File: config.mk
export PLATFORM = sky130hd
export DESIGN_NAME = cues_token_arbiter
export DESIGN_NICKNAME = d
export VERILOG_FILES = /design/src/rtl/cues_arb_pkg.sv /design/src/rtl/cues_sync_ff.sv /design/src/rtl/cues_token_arbiter.sv
export SDC_FILE = /design/constraint.sdc
export NUM_CORES = 1
export LEC_CHECK = 0
export CAP_MARGIN = 5
export CORE_ASPECT_RATIO = 0.8
export CORE_MARGIN = 5
export CORE_UTILIZATION = 54
export CTS_CLUSTER_SIZE = 14
export DETAILED_ROUTE_END_ITERATION = 10
export PLACE_DENSITY = 0.82
export REMOVE_ABC_BUFFERS = 1
export SYNTH_ARGS = -nofsm -noshare
export SYNTH_HDL_FRONTEND = slang
export SYNTH_HIERARCHICAL = 1
export SYNTH_SLANG_ARGS = --single-unit
File: constraint.sdc
create_clock -name clk_i -period 3.95 [get_ports clk_i]
set_input_delay 0.9875 -clock clk_i [delete_from_list [all_inputs] [get_ports clk_i]]
set_output_delay 0.9875 -clock clk_i [all_outputs]
set_load 0.01 [all_outputs]
File: src/rtl/cues_arb_pkg.sv
// Shared types and helpers for the C-element ring token-injection arbiter.
package cues_arb_pkg;

    typedef enum logic [2:0] {
        IDLE,
        SEND_HI,
        SEND_LO,
        DONE,
        ERROR
    } arb_state_e;

    localparam int DEFAULT_TIMEOUT = 255;
    localparam int MAX_REQ         = 8;

    // Lowest-distance set request strictly after ptr, wrapping modulo n; zero if none.
    function automatic logic [MAX_REQ-1:0] rr_next(input logic [MAX_REQ-1:0] req,
                                                   input logic [2:0]         ptr,
                                                   input int                 n);
        logic [MAX_REQ-1:0] pick;
        logic [2:0]         idx;
        pick = '0;
        for (int i = MAX_REQ; i >= 1; i--) begin
            if (i <= n) begin
                idx = 3'((int'(ptr) + i) % n);
                if (req[idx]) begin
                    pick      = '0;
                    pick[idx] = 1'b1;
                end
            end
        end
        return pick;
    endfunction

endpackage

File: src/rtl/cues_sync_ff.sv
// Multi-flop synchronizer for a single asynchronous level, resets to 0.
module cues_sync_ff #(
    parameter int STAGES = 2
) (
    input  logic clk_i,
    input  logic rst_ni,
    input  logic d_i,
    output logic q_o
);

    logic [STAGES-1:0] sync_q;

    always_ff @(posedge clk_i or negedge rst_ni) begin
        if (!rst_ni) begin
            sync_q <= '0;
        end else begin
            sync_q <= {sync_q[STAGES-2:0], d_i};
        end
    end

    assign q_o = sync_q[STAGES-1];

endmodule

File: src/rtl/cues_token_arbiter.sv
// Round-robin arbiter granting the ring's single token-injection port through
// a four-phase SENDOUT/ACKIN handshake, with stall timeout and token counting.
module cues_token_arbiter
    import cues_arb_pkg::*;
#(
    parameter int NREQ        = 4,
    parameter int SYNC_STAGES = 2,
    parameter int TIMEOUT     = DEFAULT_TIMEOUT,
    parameter int CNT_W       = 16
) (
    input  logic             clk_i,
    input  logic             rst_ni,
    input  logic             en_i,
    input  logic             clr_err_i,
    input  logic [NREQ-1:0]  req_i,
    output logic [NREQ-1:0]  gnt_o,
    output logic             done_o,
    output logic             busy_o,
    output logic             sendout_o,
    input  logic             ackin_i,
    output logic             lopen_o,
    output logic [CNT_W-1:0] token_cnt_o,
    output logic             err_o
);

    localparam int PW = (NREQ > 1) ? $clog2(NREQ) : 1;
    localparam int TW = $clog2(TIMEOUT + 1);

    arb_state_e         state_q, state_d;
    logic [NREQ-1:0]    gnt_q, gnt_d;
    logic [PW-1:0]      ptr_q, ptr_d;
    logic [TW-1:0]      phase_q, phase_d;
    logic [CNT_W-1:0]   cnt_q, cnt_d;
    logic               sendout_q, sendout_d;
    logic               err_q, err_d;
    logic               lopen_q;
    logic               ack_s;
    logic [MAX_REQ-1:0] pick;

    cues_sync_ff #(.STAGES(SYNC_STAGES)) u_ack_sync (
        .clk_i (clk_i),
        .rst_ni(rst_ni),
        .d_i   (ackin_i),
        .q_o   (ack_s)
    );

    assign pick = rr_next(MAX_REQ'(req_i), 3'(ptr_q), NREQ);

    always_ff @(posedge clk_i or negedge rst_ni) begin
        if (!rst_ni) begin
            state_q   <= IDLE;
            gnt_q     <= '0;
            ptr_q     <= PW'(NREQ - 1);
            phase_q   <= '0;
            cnt_q     <= '0;
            sendout_q <= 1'b0;
            err_q     <= 1'b0;
            lopen_q   <= 1'b0;
        end else begin
            state_q   <= state_d;
            gnt_q     <= gnt_d;
            ptr_q     <= ptr_d;
            phase_q   <= phase_d;
            cnt_q     <= cnt_d;
            sendout_q <= sendout_d;
            err_q     <= err_d;
            lopen_q   <= en_i;
        end
    end

    // An in-flight handshake always runs to completion; EN only gates new grants.
    always_comb begin
        state_d   = state_q;
        gnt_d     = gnt_q;
        ptr_d     = ptr_q;
        phase_d   = phase_q;
        cnt_d     = cnt_q;
        sendout_d = sendout_q;
        err_d     = err_q;
        unique case (state_q)
            IDLE: begin
                if (en_i && !ack_s && (|pick)) begin
                    gnt_d     = pick[NREQ-1:0];
                    sendout_d = 1'b1;
                    phase_d   = '0;
                    state_d   = SEND_HI;
                    for (int i = 0; i < NREQ; i++) begin
                        if (pick[i]) begin
                            ptr_d = PW'(i);
                        end
                    end
                end
            end
            SEND_HI: begin
                if (ack_s) begin
                    sendout_d = 1'b0;
                    phase_d   = '0;
                    state_d   = SEND_LO;
                end else if (phase_q == TW'(TIMEOUT)) begin
                    sendout_d = 1'b0;
                    gnt_d     = '0;
                    err_d     = 1'b1;
                    state_d   = ERROR;
                end else begin
                    phase_d = phase_q + 1'b1;
                end
            end
            SEND_LO: begin
                if (!ack_s) begin
                    cnt_d   = cnt_q + 1'b1;
                    state_d = DONE;
                end else if (phase_q == TW'(TIMEOUT)) begin
                    gnt_d   = '0;
                    err_d   = 1'b1;
                    state_d = ERROR;
                end else begin
                    phase_d = phase_q + 1'b1;
                end
            end
            DONE: begin
                gnt_d   = '0;
                state_d = IDLE;
            end
            ERROR: begin
                sendout_d = 1'b0;
                gnt_d     = '0;
                err_d     = 1'b1;
                if (clr_err_i && !ack_s) begin
                    err_d   = 1'b0;
                    state_d = IDLE;
                end
            end
            default: begin
                state_d = IDLE;
            end
        endcase
    end

    assign gnt_o       = gnt_q;
    assign done_o      = (state_q == DONE);
    assign busy_o      = (state_q != IDLE);
    assign sendout_o   = sendout_q;
    assign lopen_o     = lopen_q;
    assign token_cnt_o = cnt_q;
    assign err_o       = err_q;

endmodule
==> results of run 1 <==
[layout make-up]
type                    instances  share of cell area
clock inverters                 2             0.00451
inverters                      19              0.0257
repair buffers                 33               0.117
flip-flops and latches         38               0.343
clock buffers                   6              0.0297
multi-input cells             173               0.454
well taps                      57              0.0257
[final timing paths]
path / cells past startpoint / endpoint / slack [ns] / startpoint
max reg2reg: 9 / ptr_q[0] / 0.77 / ptr_q[0]
max in group asynchronous: 1 / phase_q[7] / 2.66 / rst_ni
min in group asynchronous: 1 / gnt_o[0] / 0.78 / rst_ni
max: 8 / phase_q[3] / 0.71 / req_i[2]
min reg2reg: 0 / u_ack_sync/sync_q[1] / 0.37 / u_ack_sync/sync_q[0]
min: 0 / u_ack_sync/sync_q[1] / 0.37 / u_ack_sync/sync_q[0]
[sequential cells by signal, indices dropped and copies added (netlist names)]
signal             flops
ptr_q                  2
lopen_o                1
err_o                  1
sendout_o              1
state_q                3
gnt_o                  4
u_ack_sync/sync_q      2
phase_q                8
token_cnt_o           16
[synthesized netlist by cell type (all sizes together) (5+ instances only)]
cell / instances / area (sq um)
o21ai: 10 / 61.3
inv: 19 / 71.3
nor2b: 5 / 31.3
a21oi: 9 / 56.3
nor2: 18 / 75.1
nand2: 24 / 90.1
ha: 9 / 113
dfrtp: 36 / 901
nand3: 10 / 50.1
xor2: 8 / 70.1
nor3: 5 / 25.0
a31oi: 5 / 31.3
xnor2: 7 / 61.3
[cell families (layout without fill, tap and decap cells)]
| group | Yosys count | count (layout) |
|---|---|---|
| AND/OR/NAND/NOR | 85 | 85 |
| AO/OA/AOI/OAI | 54 | 54 |
| flip-flops | 38 | 38 |
| buffers and inverters | 25 | 60 |
| XOR/XNOR | 15 | 15 |
| multiplexers | 10 | 10 |
| adder cells (fa/ha/maj) | 9 | 9 |
[where the power goes]
group	internal, mW	switching [mW]
Combinational	0.454	0.512
Clock	0.140	0.139
Sequential	0.484	0.140
[critical path, stage by stage]
cell             delay, ns
clkdlybuf4s50_1       0.49
mux4_2                0.63
a211oi_1              0.29
a222oi_1              0.15
or2_4                 0.30
o211ai_4              0.26
a21oi_4               0.12
a31oi_1               0.20
[metal layers]
metal / vias to the layer above / GRT usage
met5: - / 0
met4: 0 / 0.0612
met3: 6 / 0.0451
met2: 46 / 0.275
met1: 902 / 0.254
li1: 919 / -
[through the flow]
step / area [sq um] / worst slack [ns] / util / total power, mW / cells
after detailed placement: 2680 / 0.414 / 0.642 / 1.59 / 320
final: 2780 / 0.709 / 0.665 / 1.87 / 328
after floorplan: 2280 / 1.09 / - / 1.32 / 230
after CTS: 2780 / 0.723 / 0.665 / 1.88 / 328
after global placement: 2680 / 0.475 / 0.642 / 1.57 / 320
after global routing: 2780 / 0.570 / 0.665 / 2.01 / 328
==> qor.txt, run 1 <==
status: finished clean
routability cong.: 0.861
Area Growth Syn to Fin: 19.9%
Post-Route M1 WL: 2400 um
max layer used: met4
total power density per cell area: 673 nW/um^2
mux contribution to synthesized area: 0.0676
DRT iter0 DRCs: 182
Setup violations, final: 0
area of the multi-input gates: 1260 sq um
WL met3: 257 um
clock slew at reported path FFs: 0.07 ns
post-synthesis cell count: 236
compound-cell area share of the yosys netlist: 0.186
Rel. slew slack: 0.390
PortBufs: 33
ys flop type: dfrtp_1
register area: 953 sq um
Setup TNS: 0 ns
Total Routing Usage GR: 0.180
Worst EP arrival: 3.45 ns
TritonCTS Buffers: 5
Clock Latency Late Sink: 0.29 ns
Max Slew Vio Count: 0
I/O pins: 34
CP Launch Type: input port
final worst-path cycle share: 0.820
wire per inst: 14.5 um
Yosys cell types: 50
adder-cell share of the synthesized area: 0.0486
Synthesis Warnings: 6
vias in the first global route: 1805
minimum clock period: 3.24 ns
ys async rst share: 1.00
Max Cap Viol: 0
root buffer cell: clkbuf_8
Detailed Place HPWL: 3550 um
element type at the critical path end: register
Hold WC Path Type: reg -> reg
Critical Path RT: 4.16 ns
WL met2: 2040 um
Fillers: 333
CTS tree: done
first-pass GRT wire length: 8180 um
pin count of the biggest net entering global routing: 39
grt ovf: 0
post-cts resize count: 0
DRC viols: 0
leakage power: 1.19 nW
Syn Area/Cell: 9.81 sq um
initial antenna violation count: 0
Worst-Margin Slew: 0.902 ns
most frequent cells in the layout: 36 x dfrtp_1, 32 x clkdlybuf4s50_1, 24 x nand2_1
commonest non-fill, non-tap cell in the layout: dfrtp_1
Hold-fix buffers, CTS: 0
Die ar.: 5700 sq um
final hold vios: 0
proportion of layout cells with a drive suffix above 1: 0.0886
Die Wd: 83.2 um
WHS: 0.368 ns
#FFs+latches synth: 38
crit-path max FO: 10
main combinational cell family by area after synthesis: compound AO/OA/AOI/OAI gates
RSZ-0062 raised after global routing: no
DRT Pass-1 Iters: 4
crit path kind: in -> reg
final wirelength: 4750 um
area of the core: 4180 sq um
H-tree depth: 2
Die Y: 68.6 um
Peak VDD IR: 0.431 mV
# Post-CTS Setup Buffers: 0
DR vias: 1873
Initial Util: 0.554
clk buf depth: 2
FMAX: 0.309 GHz
# diodes: 0
Post-Synth XOR/XNOR Area: 0.0568
simple-gate share of the synthesized area: 0.185
# rows: 21
nets@finish: 288
Clock Skews: 0.00569 ns
Final ANT Viol Nets: 0
Post-synth EDFFs: 0
synthesized area: 2310 sq um
clk sinks: 38
vias per cell: 5.71
register area share after synthesis: 0.412
No activity file was read; power rests on OpenSTA's default activity.
==> run 2, diff against run 1 <==
- clock period: 3.95 -> 3.2 ns (I/O delays scaled with it)
==> run 2 against run 1 <==
Compared with the run above:
- die area is the same
- largest power group unchanged
- global-route usage grew 0.33 points
- sequential share of layout area shrank 0.26 points
- critical endpoint is now ptr_q[0]
- combinational power grew 36%
- clock skew grew 0.0026 ns
- utilization grew 0.51 points
- first-iteration DRC count grew 19%
==> qor.txt, run 2 (synthesized netlist as in run 1, its figures left out) <==
CTS tree: done
crit-path max FO: 7
I/O pins: 34
Critical Path RT: 3.42 ns
Detailed Place HPWL: 3630 um
grt ovf: 0
pre-CTS setup slack: -0.0889 ns
R2R Path End: ptr_q[0]
largest stage delay on the critical path: 0.57 ns
nets@finish: 293
Min-Delay Endpoint: u_ack_sync/sync_q[1]
Final ANT Viol Nets: 0
fin util: 0.670
Setup violations, final: 0
H-tree depth: 2
final hold vios: 0
Clock Latency Late Sink: 0.29 ns
initial antenna violation count: 0
wire per inst: 14.9 um
Final WS setup: 0.167 ns
hold_sp: u_ack_sync/sync_q[0]
total power density per cell area: 837 nW/um^2
Comb power frac: 0.558
# rows: 21
clock slew at reported path FFs: 0.07 ns
Setup TNS: 0 ns
CP max-delay cell: mux4_2
reg2reg start: ptr_q[0]
PortBufs: 33
Net Sw Frac: 0.423
clk sinks: 38
minimum clock period: 3.03 ns
FMAX: 0.330 GHz
crit path from: req_i[1]
final worst-path cycle share: 0.948
element type at the critical path end: register
DRT iter0 DRCs: 217
pin count of the biggest net entering global routing: 39
Worst EP arrival: 3.25 ns
commonest non-fill, non-tap cell in the layout: dfrtp_1
final wirelength: 4950 um
Hold WC Path Type: reg -> reg
vias per cell: 5.74
Area Growth Syn to Fin: 20.9%
vias in the first global route: 1758
Design Power: 2.34 mW
CP Launch Type: input port
area of the core: 4180 sq um
post-cts resize count: 0
DR vias: 1907
Reg power frac: 0.310
Die ar.: 5700 sq um
routability cong.: 0.862
Peak VDD IR: 0.501 mV
# Post-CTS Setup Buffers: 0
status: finished clean
Rel. slew slack: 0.455
Initial Util: 0.554
# diodes: 0
critical-path cell list: clkdlybuf4s50_1 -> mux4_2 -> nand3b_1 -> a222oi_1 -> or2_4 -> o21ai_4 -> nor2_4 -> mux2_4
Hold-fix buffers, CTS: 0
first-pass GRT wire length: 8290 um
proportion of layout cells with a drive suffix above 1: 0.102
internal power: 1.35 mW
Largest register FFs: 16
root buffer cell: clkbuf_8
leakage power: 1.21 nW
crit path kind: in -> reg
r2r setup slk: 0.31 ns
sw power: 0.990 mW
DRT Pass-1 Iters: 5
Total Routing Usage GR: 0.183
most frequent cells in the layout: 36 x dfrtp_1, 32 x clkdlybuf4s50_1, 24 x nand2_1
hold path cells: 0
Max Slew Vio Count: 0
TritonCTS Buffers: 5
worst-case reg-to-reg path depth: 9
clk buf depth: 2
Die Y: 68.6 um
Clk pwr share: 0.132
Die Wd: 83.2 um
Worst-Margin Slew: 0.817 ns
Clock Skews: 0.00833 ns
Max Cap Viol: 0
RSZ-0062 raised after global routing: no
DRC viols: 0
run 2: worst max path at each step:
stage / to / slack (ns) / cells past startpoint
global route: phase_q[5] / 0.05 / 8
detailed placement: ptr_q[0] / -0.09 / 8
floorplan: ptr_q[0] / 0.34 / 9
global placement: phase_q[3] / -0.04 / 8
finish: ptr_q[0] / 0.17 / 8
CTS: ptr_q[0] / 0.20 / 8
run 2: worst max-delay path, delay by kind of cell:
kind	cells	cell delay (ns)
AOI/OAI and AO/OA	2	0.48
buffers and inverters	1	0.49
muxes	2	0.88
and+or+nand+nor	3	0.60
run 2: power by group through the flow:
stage          combinational [mW]  sequential, mW  clock, mW
2_1_floorplan               0.868           0.759          0
5_1_grt                      1.43           0.747      0.342
3_5_place_dp                 1.30           0.731          0
6_report                     1.31           0.725      0.309
3_3_place_gp                 1.28           0.724          0
4_1_cts                      1.30           0.725      0.318
run 2: layout make-up:
class	count	area (sq um)
clock buffers	5	68.8
repair buffers	38	363
inverters	19	71.3
well taps	57	71.3
multi-input cells	173	1260
clock inverters	2	10.0
fillers	326	1380
flip-flops and latches	38	953
run 2: through the flow:
| step | instances | hold WS [ns] | cell area [sq um] |
|---|---|---|---|
| floorplan | 230 | 0.331 | 2280 |
| global placement | 325 | 0.334 | 2720 |
| detailed placement | 325 | 0.336 | 2720 |
| CTS | 332 | 0.352 | 2800 |
| global route | 332 | 0.375 | 2800 |
| finish | 332 | 0.352 | 2800 |
run 2: layer usage:
| metal | vias to the layer above | global-route usage | share of wire |
|---|---|---|---|
| met2 | 69 | 0.283 | 0.44 |
| li1 | 921 | - | - |
| met3 | 9 | 0.0546 | 0.065 |
| met5 | - | 0 | 0 |
| met4 | 0 | 0.0429 | 0.0097 |
| met1 | 908 | 0.258 | 0.48 |
